[src/rtl/mod_counter.sv]
// mod_counter: parametrised synchronous modulo counter with clear, load and
// a combinational carry/borrow out for cascading stages.
//
// Optional feature macro: COUNTER_UPDOWN_EN
//   defined   -> an updown port selects the direction (1 = up, 0 = down)
//   undefined -> no updown port; the counter only counts up
//
// The count always stays inside 0..MODULUS-1. Loads of out-of-range values
// clamp to MODULUS-1. Terminal detection and the load range check are done
// at WIDTH+1 bits, so MODULUS = 2^WIDTH needs no special handling.

module mod_counter #(
  parameter int unsigned     WIDTH   = 4,
  parameter longint unsigned MODULUS = 16
) (
  input  logic             clock,
  input  logic             sclr,
  input  logic             cin,
  input  logic             sload,
  input  logic [WIDTH-1:0] data,
`ifdef COUNTER_UPDOWN_EN
  input  logic             updown,
`endif
  output logic [WIDTH-1:0] q,
  output logic             cout
);

  // Largest modulus the counter width can represent.
  localparam longint unsigned MOD_LIMIT = 64'd1 << WIDTH;

  // Modulus at WIDTH+1 bits; holds 2^WIDTH without overflow.
  localparam logic [WIDTH:0]   MOD_EXT = (WIDTH+1)'(MODULUS);

  // Highest legal count, also the clamp value for out-of-range loads.
  localparam logic [WIDTH-1:0] MAX_VAL = WIDTH'(MODULUS - 64'd1);

  // Reject configurations the counter cannot implement.
  if (WIDTH < 1 || WIDTH > 32) begin : g_bad_width
    $error("mod_counter: WIDTH=%0d is outside 1..32", WIDTH);
  end
  if (MODULUS < 64'd2 || MODULUS > MOD_LIMIT) begin : g_bad_modulus
    $error("mod_counter: MODULUS=%0d is outside 2..2^WIDTH", MODULUS);
  end

  logic [WIDTH-1:0] q_q;
  logic [WIDTH-1:0] q_d;
  logic [WIDTH:0]   inc_ext;
  logic [WIDTH-1:0] up_val;
  logic [WIDTH-1:0] down_val;
  logic [WIDTH-1:0] step_val;
  logic [WIDTH-1:0] load_val;
  logic             count_up;
  logic             at_term;

  // Direction select; the up-only build behaves as updown tied high.
`ifdef COUNTER_UPDOWN_EN
  assign count_up = updown;
`else
  assign count_up = 1'b1;
`endif

  // Next-step values for both directions, wrap detection and load clamp.
  always_comb begin
    inc_ext  = {1'b0, q_q} + (WIDTH+1)'(1);
    up_val   = (inc_ext == MOD_EXT) ? '0 : inc_ext[WIDTH-1:0];
    down_val = (q_q == '0) ? MAX_VAL : q_q - WIDTH'(1);
    step_val = count_up ? up_val : down_val;
    at_term  = count_up ? (inc_ext == MOD_EXT) : (q_q == '0);
    load_val = ({1'b0, data} < MOD_EXT) ? data : MAX_VAL;
  end

  // Next-state selection: load beats count, count beats hold.
  always_comb begin
    // NOTE: defaulting q_d first keeps every path assigned, so no latch is inferred.
    q_d = q_q;
    if (sload) begin
      q_d = load_val;
    end else if (cin) begin
      q_d = step_val;
    end
  end

  // Count register with synchronous clear taking priority over everything.
  always_ff @(posedge clock) begin
    // NOTE: non-blocking assignment so every flop samples pre-edge values.
    if (sclr) begin
      q_q <= '0;
    end else begin
      q_q <= q_d;
    end
  end

  assign q = q_q;

  // Carry/borrow is high only in the cycle whose edge wraps the counter,
  // so it can feed the cin of the next stage directly.
  assign cout = cin & ~sclr & ~sload & at_term;

  // The stored count never leaves the legal range.
  a_q_in_range: assert property (@(posedge clock) ({1'b0, q_q} < MOD_EXT));

endmodule

[config.mk]
export PLATFORM = sky130hd
export DESIGN_NAME = mod_counter
export DESIGN_NICKNAME = d
export VERILOG_FILES = /design/src/rtl/mod_counter.sv
export SDC_FILE = /design/constraint.sdc
export NUM_CORES = 1
export LEC_CHECK = 0
export ABC_AREA = 0
export BUFFER_PORTS_ARGS = -buffer_cell sky130_fd_sc_hd__buf_2
export CORE_AREA = 8 8 45 47
export DETAILED_ROUTE_END_ITERATION = 10
export DIE_AREA = 0 0 53 55
export GPL_TIMING_DRIVEN = 0
export PLACE_DENSITY_LB_ADDON = 0.15
export SETUP_SLACK_MARGIN = 0.3
export SLEW_MARGIN = 0
export SYNTH_ARGS = -nofsm -noshare
export SYNTH_HDL_FRONTEND = slang
export SYNTH_SLANG_ARGS = --single-unit
[constraint.sdc]
create_clock -name clock -period 1.27 [get_ports clock]
set_input_delay 0.254 -clock clock [delete_from_list [all_inputs] [get_ports clock]]
set_output_delay 0.254 -clock clock [all_outputs]
set_load 0.005 [all_outputs]
==> results.json <==
{
  "critPathMaxFanout": 2,
  "ys_seq_area_share_pct": 35.0,
  "antenna_cells": 0,
  "yosysWarningCount": 0,
  "run_status": "complete, but fails checks",
  "initial_utilization_pct": 16.5,
  "first_iter_violations": 0,
  "grt-ovfl-total": 0,
  "cts.sink_count": 4,
  "setup_viol_count_final": 2,
  "worstSetupPathType": "reg2out",
  "core_area_um2": 1380,
  "h-tree-depth": 1,
  "yosysMostFrequentCell": "dfxtp_1",
  "p_per_area_nw_per_um2": 945,
  "drc": 0,
  "yosysTopAreaCellShare_pct": 35.0,
  "dp.cells": 52,
  "grt_max_degree": 8,
  "cp-end-kind": "output port",
  "timing.rr.start": "q[1]",
  "numCtsBuffers": 3,
  "yosys_register_bits": 4,
  "path_clk_slew_ns": 0.04,
  "cts_buffer_depth": 2,
  "routabilityCongestion": 0.693,
  "ys_types": 16,
  "cts_root_buf": "clkbuf_4",
  "min-delay-start": "sclr",
  "syn_avg_cell_area_um2": 9.16,
  "critPathLaunch": "q[0]",
  "port_buffers": 11,
  "finalHoldViolCount": 0,
  "skew_ns": 0.00265,
  "p_leak_uw": 0.000234,
  "synthTopCellsByArea": "dfxtp_1 35%, mux2i_1 8.7%, xnor2_1 7.7%, o21a_1 6.6%, ha_1 5.5%",
  "vias_per_cell": 3.97,
  "antenna_found_initial": 0,
  "synth_edf_count": 0,
  "slew_viol_final": 0,
  "grtUsageMet2_pct": 9.38,
  "ys.flop_type": "dfxtp_1",
  "cp_data_required_time_ns": 1.02,
  "cpMaxStageDelayCell": "dfxtp_4",
  "postLayoutCellArea_um2": 500,
  "synth_area_um2": 229,
  "tritoncts": "done",
  "startpoint_type": "flop",
  "synthCells": 25,
  "dieHeight_um": 55,
  "rsz0062_at_grt": "yes",
  "first_pass_iters": 1,
  "syn_nets": 34,
  "largest_reg_flops": 4,
  "hold_class": "in2reg",
  "async_reset_ff_share_pct": 0,
  "grt_first_pass_wirelength_mm": 1.21,
  "layout.nets": 59,
  "yosysTopAreaCell": "dfxtp_1",
  "grt.total_usage_pct": 6.06,
  "ir_worst_vdd_uv": 553,
  "io_pins": 13,
  "grtUsageMet3_pct": 6.15,
  "stdcell_count": 65,
  "relSlewSlack_pct": 88.2,
  "core.rowCount": 14,
  "busiest_layer": "met2",
  "fmax_mhz": 717,
  "critPathBufInv": 2,
  "wire_per_inst_um": 11.5,
  "die_x_um": 53,
  "insertion_delay_ns": 0.25,
  "dieArea_um2": 2920,
  "critPathTopFamily": "flip-flops",
  "slowest_delay_ns": 0.34,
  "arrival_ns": 1.14,
  "drive_gt1_share_pct": 67.3,
  "post-route-period-util_pct": 110,
  "violations": "negative setup slack",
  "grt_pass1_vias": 293,
  "fin_total_pwr_uw": 473,
  "hold_slack_ns": 0.241,
  "drt.antenna.violating_nets": 0,
  "drv_cap": 0,
  "globalRouteMet1Util_pct": 4.69,
  "tns_ns": -0.129,
  "postPlaceCellArea_um2": 337,
  "syn_to_final_growth_pct": 119,
  "fin_crit_ns": 1.39,
  "vias": 258,
  "setup_ws_ns": -0.125,
  "tightest_slew_ns": 0.176,
  "cp_cell_sequence": "buf_6 -> nand3_4 -> nor4_2 -> buf_2",
  "routed_wl_um": 745
}
what timing repair did:
item,4_1_cts,5_1_grt
pin swaps,3,5
resized for setup,8,8
buffers inserted,6,3
hold buffers,0,0
setup endpoints to repair,6,9
path summary, 6_finish.rpt:
kind	endpoint	slack [ns]	depth (start not counted)
hold reg to reg	q[3]	0.58	2
hold / removal	q[1]	0.24	2
setup reg to reg	q[1]	0.04	5
setup / recovery	cout	-0.12	4
area by class of cell:
| type | count | area (um2) |
|---|---|---|
| fill | 144 | 883 |
| buffer | 1 | 11.3 |
| inverter | 2 | 7.51 |
| timing repair buffer | 20 | 170 |
| sequential | 4 | 92.6 |
| multi-input combinational | 18 | 173 |
| tap | 16 | 20.0 |
| clock buffer | 4 | 26.3 |
metrics by stage:
stage | worst slack [ns] | util (%)
global route | -0.205 | 36.2
CTS | -0.136 | 31.8
detailed placement | 0.0659 | 24.3
global placement | 0.0732 | 24.3
floorplan | 0.191 | -
finish | -0.125 | 36.2
logic make-up after synthesis:
kind of cell               count (synthesis)  synth area share [%]
DFF                                        4                  35.0
buffers and inverters                      3                  8.20
xor gates and xnor gates                   3                  11.5
and+or+nand+nor                            7                  15.3
muxes                                      3                  13.7
AOI/OAI and AO/OA                          4                  10.9
adders and majority gates                  1                  5.46
cells in the final DEF (no fill, tap or decap):
master / count
buf_2: 7
mux2i_1: 2
a21oi_1: 2
dfxtp_4: 3
mux2_4: 1
xnor2_1: 2
inv_1: 2
buf_6: 11
clkbuf_4: 3
nor4_2: 1
buf_4: 3
ha_4: 1
clkbuf_1: 1
xor2_1: 1
nand2b_1: 1
o21a_1: 2
nand4_1: 1
nor2_1: 2
nand2_4: 1
dfxtp_2: 1
nand3_4: 1
report_power, final:
group | switching [uW] | internal [uW]
clock | 66.6 | 119
sequential | 10.2 | 136
combinational | 49.6 | 91.4
total | 126 | 347
per-layer routing:
| layer | vias to the layer above | wire (um) |
|---|---|---|
| met5 | - | 0 |
| met4 | 0 | 7 |
| met3 | 2 | 96 |
| met2 | 12 | 339 |
| met1 | 110 | 302 |
| li1 | 134 | - |
(Power assumes the default switching activity.)
